### src/rtl/multu_hilo_unit.sv
// Unsigned multiply into HI/LO: radix-2 shift-add over WIDTH cycles,
// product held until HILO_WR commits it; MFHI/MFLO read back.
module multu_hilo_unit #(
  parameter int          WIDTH   = 32,
  parameter logic [5:0]  HILO_WR = 6'b111111
) (
  input  logic             clk,
  input  logic             rst_n,
  input  logic [5:0]       signal,
  input  logic [WIDTH-1:0] dataA,
  input  logic [WIDTH-1:0] dataB,
  output logic [WIDTH-1:0] hi,
  output logic [WIDTH-1:0] lo,
  output logic [WIDTH-1:0] dataOut,
  output logic             busy,
  output logic             done
);

  localparam logic [5:0] MULTU = 6'b011001;
  localparam logic [5:0] MFHI  = 6'b010000;
  localparam logic [5:0] MFLO  = 6'b010010;
  localparam int         CW    = (WIDTH > 1) ? $clog2(WIDTH) : 1;
  localparam logic [CW-1:0] LAST = CW'(WIDTH - 1);

  typedef enum logic [1:0] {
    IDLE = 2'd0,
    RUN  = 2'd1,
    DONE = 2'd2
  } state_t;

  state_t               state;
  logic [CW-1:0]        count;
  logic [2*WIDTH-1:0]   product;
  logic [WIDTH-1:0]     mcand;
  logic [WIDTH:0]       sum;
  logic [2*WIDTH-1:0]   step;

  // One shift-add step: conditional add into the upper half, keep carry, shift right
  always_comb begin
    sum  = {1'b0, product[2*WIDTH-1:WIDTH]};
    if (product[0])
      sum = sum + {1'b0, mcand};
    step = {sum, product[WIDTH-1:1]};
  end

  // Sequencer, datapath registers and HI/LO commit
  always_ff @(posedge clk or negedge rst_n) begin
    if (!rst_n) begin
      state   <= IDLE;
      count   <= '0;
      product <= '0;
      mcand   <= '0;
      hi      <= '0;
      lo      <= '0;
    end else begin
      unique case (state)
        IDLE: begin
          if (signal == MULTU) begin
            mcand   <= dataA;
            product <= {{WIDTH{1'b0}}, dataB};
            count   <= '0;
            state   <= RUN;
          end
        end
        RUN: begin
          product <= step;
          if (count == LAST)
            state <= DONE;
          else
            count <= count + 1'b1;
        end
        DONE: begin
          if (signal == MULTU) begin
            mcand   <= dataA;
            product <= {{WIDTH{1'b0}}, dataB};
            count   <= '0;
            state   <= RUN;
          end else if (signal == HILO_WR) begin
            hi    <= product[2*WIDTH-1:WIDTH];
            lo    <= product[WIDTH-1:0];
            state <= IDLE;
          end
        end
        default: state <= IDLE;
      endcase
    end
  end

  // Status flags decoded straight from the state register
  always_comb begin
    busy = (state == RUN);
    done = (state == DONE);
  end

  // Move-from-HI/LO read port; only committed values are visible
  always_comb begin
    dataOut = '0;
    if (signal == MFHI)
      dataOut = hi;
    else if (signal == MFLO)
      dataOut = lo;
  end

endmodule

### config.mk
export PLATFORM = sky130hd
export DESIGN_NAME = multu_hilo_unit
export DESIGN_NICKNAME = d
export VERILOG_FILES = /design/src/rtl/multu_hilo_unit.sv
export SDC_FILE = /design/constraint.sdc
export NUM_CORES = 1
export LEC_CHECK = 0
export CAP_MARGIN = 10
export CORE_MARGIN = 2
export CORE_UTILIZATION = 50
export DETAILED_ROUTE_END_ITERATION = 8
export PLACE_DENSITY = 0.87
export REMOVE_ABC_BUFFERS = 1
export SETUP_SLACK_MARGIN = 0.2
export SYNTH_ARGS = -nofsm -noshare
export SYNTH_HDL_FRONTEND = slang
export SYNTH_SLANG_ARGS = --single-unit
### constraint.sdc
create_clock -name clk -period 3.7 [get_ports clk]
set_input_delay 0.74 -clock clk [delete_from_list [all_inputs] [get_ports clk]]
set_output_delay 0.74 -clock clk [all_outputs]
set_load 0.1 [all_outputs]
-- Word-level counts from Yosys, hierarchy flattened
Cells that the tools add are included.
- input port bits: 72
- register bits: 167
- word-level logic and storage cells: 42
- output and inout bits: 98
- bitwise logic cells: 1
- reductions and logical operators: 8
- muxes and demuxes: 13
- eq/ne operators: 12
- $add $sub $neg: 2
- operators with widths (kind ; count):
    $pmux W64 S2 ; 1
    $mux W32 ; 2
    $mux W64 ; 1
    $add A32 B32 Y33 ; 1
    $mux W33 ; 1
    $eq A6 B5 Y1 const B ; 3
    $mux W5 ; 2
    $pmux W5 S2 ; 1
    $reduce_and A3 Y1 ; 3
    $mux W2 ; 4
    $eq A6 B6 Y1 const B ; 1
    $pmux W2 S3 ; 1
    $add A5 B1 Y5 const B ; 1
    $eq A5 B5 Y1 const B ; 1
    $ne A2 B1 Y1 const B ; 2
    $ne A2 B2 Y1 const B ; 2
    $reduce_and A2 Y1 ; 2
    $ne A3 B1 Y1 const B ; 1
    $eq A2 B1 Y1 const B ; 1
    $eq A2 B2 Y1 const B ; 1
    $logic_not A2 Y1 ; 1
    $reduce_bool A2 Y1 ; 1
    $reduce_or A2 Y1 ; 1
    $not A1 Y1 ; 1

-- Longest topological paths before layout
- depth in word-level cells: 4
- gate-level depth with buffers: 10
- depth with buffers taken out: 10

-- Least setup slack after synthesis
Ideal clock, no wire load.
- kind: input-to-output
- start: in signal[1]
- end: out dataOut[11]
- buffers on the path: 2
- required time: 2.960 ns
- slack: 0.071 ns
- stages: 4
- data arrival time: 2.889 ns
- cell sequence: clkbuf_1 > buf_1 > mux2i_1 > nor2_1
- longest elaborated chain between the ends: 3
- elaborated cells on any way between the ends: 4
- those cells by class: eq/ne (2); mux (2)
- RTL lines (item ; RTL line ; RTL):
    from (decl) ; 9 ; input logic [5:0] signal,
    $eq A6 B5 Y1 ; 100 ; else if (signal == MFLO)
    $mux W32 ; 100 ;
    $mux W32 * ; 98 ; if (signal == MFHI)
    to (decl) ; 14 ; output logic [WIDTH-1:0] dataOut,
Mark *: on every way between the ends. The rest lies on a longest branch, timed or not.

-- Final worst setup path
- start: in signal[5]
- end: out dataOut[4]
Same word-level chain as after synthesis.

==> summary.txt <==
Finish
  • Final antenna diode count: 0
  • Non-Filler Instances: 1229
  • Multi-input logic area: 0.00454 mm²
  • Area occupied by registers: 0.00418 mm²
  • Syn-to-layout area delta: 30.8%
  • Final net count: 1095
  • Filler cells: 1358
  • Layout cells sized above 1: 0.190

Synth
  • Mean post-synth cell area: 10.7 µm²
  • Synthesis-stage register bit count: 167
  • Post-synthesis mux area share: 0.205
  • Synth Area in Simple Gates: 0.0920
  • Post-synth EDFFs: 0
  • Post-synth cell types: 59
  • XOR/XNOR Fraction of Synth Area: 0.0283
  • Post-synthesis compound-gate area fraction: 0.130
  • Commonest cells in the netlist: 167 x dfrtp_1, 91 x mux2_2, 80 x nand2_1
  • Most frequent cell after synthesis: dfrtp_1
  • Largest family of logic cells by synthesized area: multiplexers
  • Area share of the largest cell type after synthesis: 0.465
  • Post-synthesis adder-cell area fraction: 0.0496
  • Cells after Synth: 836
  • Top_reg_cell synth: dfrtp_1
  • Leading area contributor after synthesis: dfrtp_1
  • Post-synth ARST share: 1.00
  • Seq/Total Area, Yosys: 0.465
  • Post-Syn Area: 0.00898 mm²
  • Warnings from Yosys: 0
  • Area contributors post-synth: dfrtp_1 47%, mux2_2 11%, mux2i_1 8.5%

CTS
  • Clk buf depth: 2
  • Later-pin clock latency in the skew report: 420 ps
  • Sink Count: 167
  • Cts repair resizes: 0
  • Post-CTS Hold Fix Bufs: 0
  • Clk root buf: clkbuf_16
  • Setup bufs post-CTS: 0
  • CTS Buf Count: 17
  • CTS clk-pin slew, worst paths: 70 ps
  • CTS tree: yes
  • H-Tree Depth: 4

Placement
  • PortBufs: 169
  • Final HPWL DP: 16600 µm
  • Routability cong.: 0.903
  • Pre-CTS WS: 651 ps
  • Placed cell count: 1198

Global routing
  • Vias in the first global route: 7023
  • Initial antenna violation count: 0
  • GR Overflow Total: 0
  • First-pass GRT wire length: 37300 µm
  • Pin count of the biggest net entering global routing: 88
  • Global Route Usage Sum: 0.239

Drt
  • Wirelength per Cell: 18.2 µm
  • Drt pass-1 iters: 5
  • DRT antenna net count: 0
  • First DRT Iteration DRCs: 433
  • Number of remaining DRC errors: 0
  • Via Count: 7010
  • Aggregate routed wire length: 22300 µm
  • Routed vias/inst: 5.70

Outcome
  • Status: finished clean

Power and ir drop
  • Max IR drop VDD: 0.394 mV
  • Pwr/cell area: 615 mW/mm²
  • Total Power: 7.22 mW
  • Static leakage: 5.37 nW

Die
  • Cell row count: 49
  • Boundary pin count: 170
  • Die area: 0.0190 mm²
  • Core ar.: 0.0178 mm²
  • Starting Density: 0.505
  • Die width: 138 µm
  • Chip Height: 138 µm

Worst setup path
  • Critical Path Start Type: input port
  • Worst-path cell chain: clkdlybuf4s50_1 -> nor4_1 -> nand2_1 -> buf_4 -> nor2_1 -> buf_12
  • Critical path class: in -> out
  • CP max stage cell: clkdlybuf4s50_1
  • Worst path required time: 2960 ps
  • CP max stage delay: 460 ps
  • Worst R2R Path Depth: 10
  • Crit path max-delay family: buffers and inverters
  • WP data arrival: 2330 ps
  • Crit. End Element: output port
  • Worst-path maximum fanout: 32
  • Buf+Inv Stages, Crit Path: 3
  • CP Depth: 6

Hold path
  • Worst Hold Class: in -> async

Timing
  • RSZ-0062 raised after global routing: no
  • Endpoints failing hold: 0
  • Setup Viol. Count Final: 0
  • Final period util: 0.830
  • Slew HR: 0.291
  • Setup Skew: 11.8 ps
  • Fmax: 326 MHz
  • Worst-margin pin slew: 1060 ps
  • Setup ws final: 629 ps
  • Fin crit period: 3070 ps
  • Setup_tns: 0 ps
  • Slew Limit Fails: 0

Run
  • Max cap viols: 0
-- power by group --
group	switching [mW]	internal (mW)	total (mW)
sequential	0.444	2.26	2.70
clock	0.745	1.02	1.76
combinational	1.63	1.13	2.76
total	2.82	4.40	7.22
-- routing by layer --
metal,vias up,track usage,share of wire
li1,3319,-,-
met3,48,0.0267,0.048
met5,-,0,0
met1,3421,0.342,0.46
met2,222,0.376,0.47
met4,0,0.0945,0.029
-- through the flow --
step                hold slack [ps]  area [µm²]   util
detailed placement              489       11200  0.628
global placement                479       11200  0.628
finish                          349       11700  0.661
floorplan                       444        8750      -
global route                    413       11700  0.661
CTS                             381       11700  0.661
-- final timing paths --
kind | from | endpoint | slack, ps
min in group clk | product[18] | product[18] | 500
worst max-delay path | signal[5] | dataOut[4] | 630
worst max register to register | product[32] | product[59] | 720
max in group asynchronous | rst_n | product[58] | 2470
worst min register to register | product[18] | product[18] | 500
worst min-delay path | rst_n | mcand[7] | 350
-- state kept, by name (all words and copies together), names as in the netlist --
signal	count
state	2
hi	32
product	64
lo	32
count	5
mcand	32
-- placed cells by master, fill, tap and decap left out, types with 2 or more instances in the layout --
cell type        netlist  layout
o21ai_1               16      16
or4_1                  2       2
dfrtp_1              167     166
o31ai_1                3       3
buf_12                 0      33
mux2_2                91      91
a2bb2oi_1              2       2
nand3_1               12      12
o21ba_2                2       2
a311oi_1               2       2
and3_1                 3       3
nand4_1               16      16
o41ai_2                2       2
a31oi_1                4       4
nor4_1                 3       3
clkdlybuf4s50_1        0     131
mux2_1                 5       5
a21oi_1               36      36
and2_1                 4       3
ha_1                  34      34
a211oi_1               2       2
inv_1                 10      10
o21ai_0               72      72
clkinvlp_4             0       5
o21bai_1               4       4
nand2b_1               6       6
or3_1                  2       2
xor2_1                10      10
nor2_1                54      54
bufinv_16              0       2
a22oi_1               15      15
mux2i_1               76      76
inv_6                  0       4
nand2_1               80      80
buf_4                  3      17
a21o_1                12      12
xnor2_1               19      19
clkbuf_16              0      17
-- area by class of cell --
type | count | area share
Timing Repair Buffer | 183 | 0.180
Clock inverter | 13 | 0.0125
Sequential cell | 167 | 0.356
Inverter | 10 | 0.00320
Tap cell | 229 | 0.0244
Multi-Input combinational cell | 609 | 0.386
Clock buffer | 18 | 0.0374
-- cell families (layout without fill, tap and decap cells) --
family,count (synthesis),after routing
AND/OR/NAND/NOR,187,187
AO/OA/AOI/OAI,186,186
multiplexers,172,172
flip-flops,167,167
buffers and inverters,60,224
adder cells (fa/ha/maj),35,35
XOR/XNOR,29,29
No activity file was read; power rests on OpenSTA's default activity.
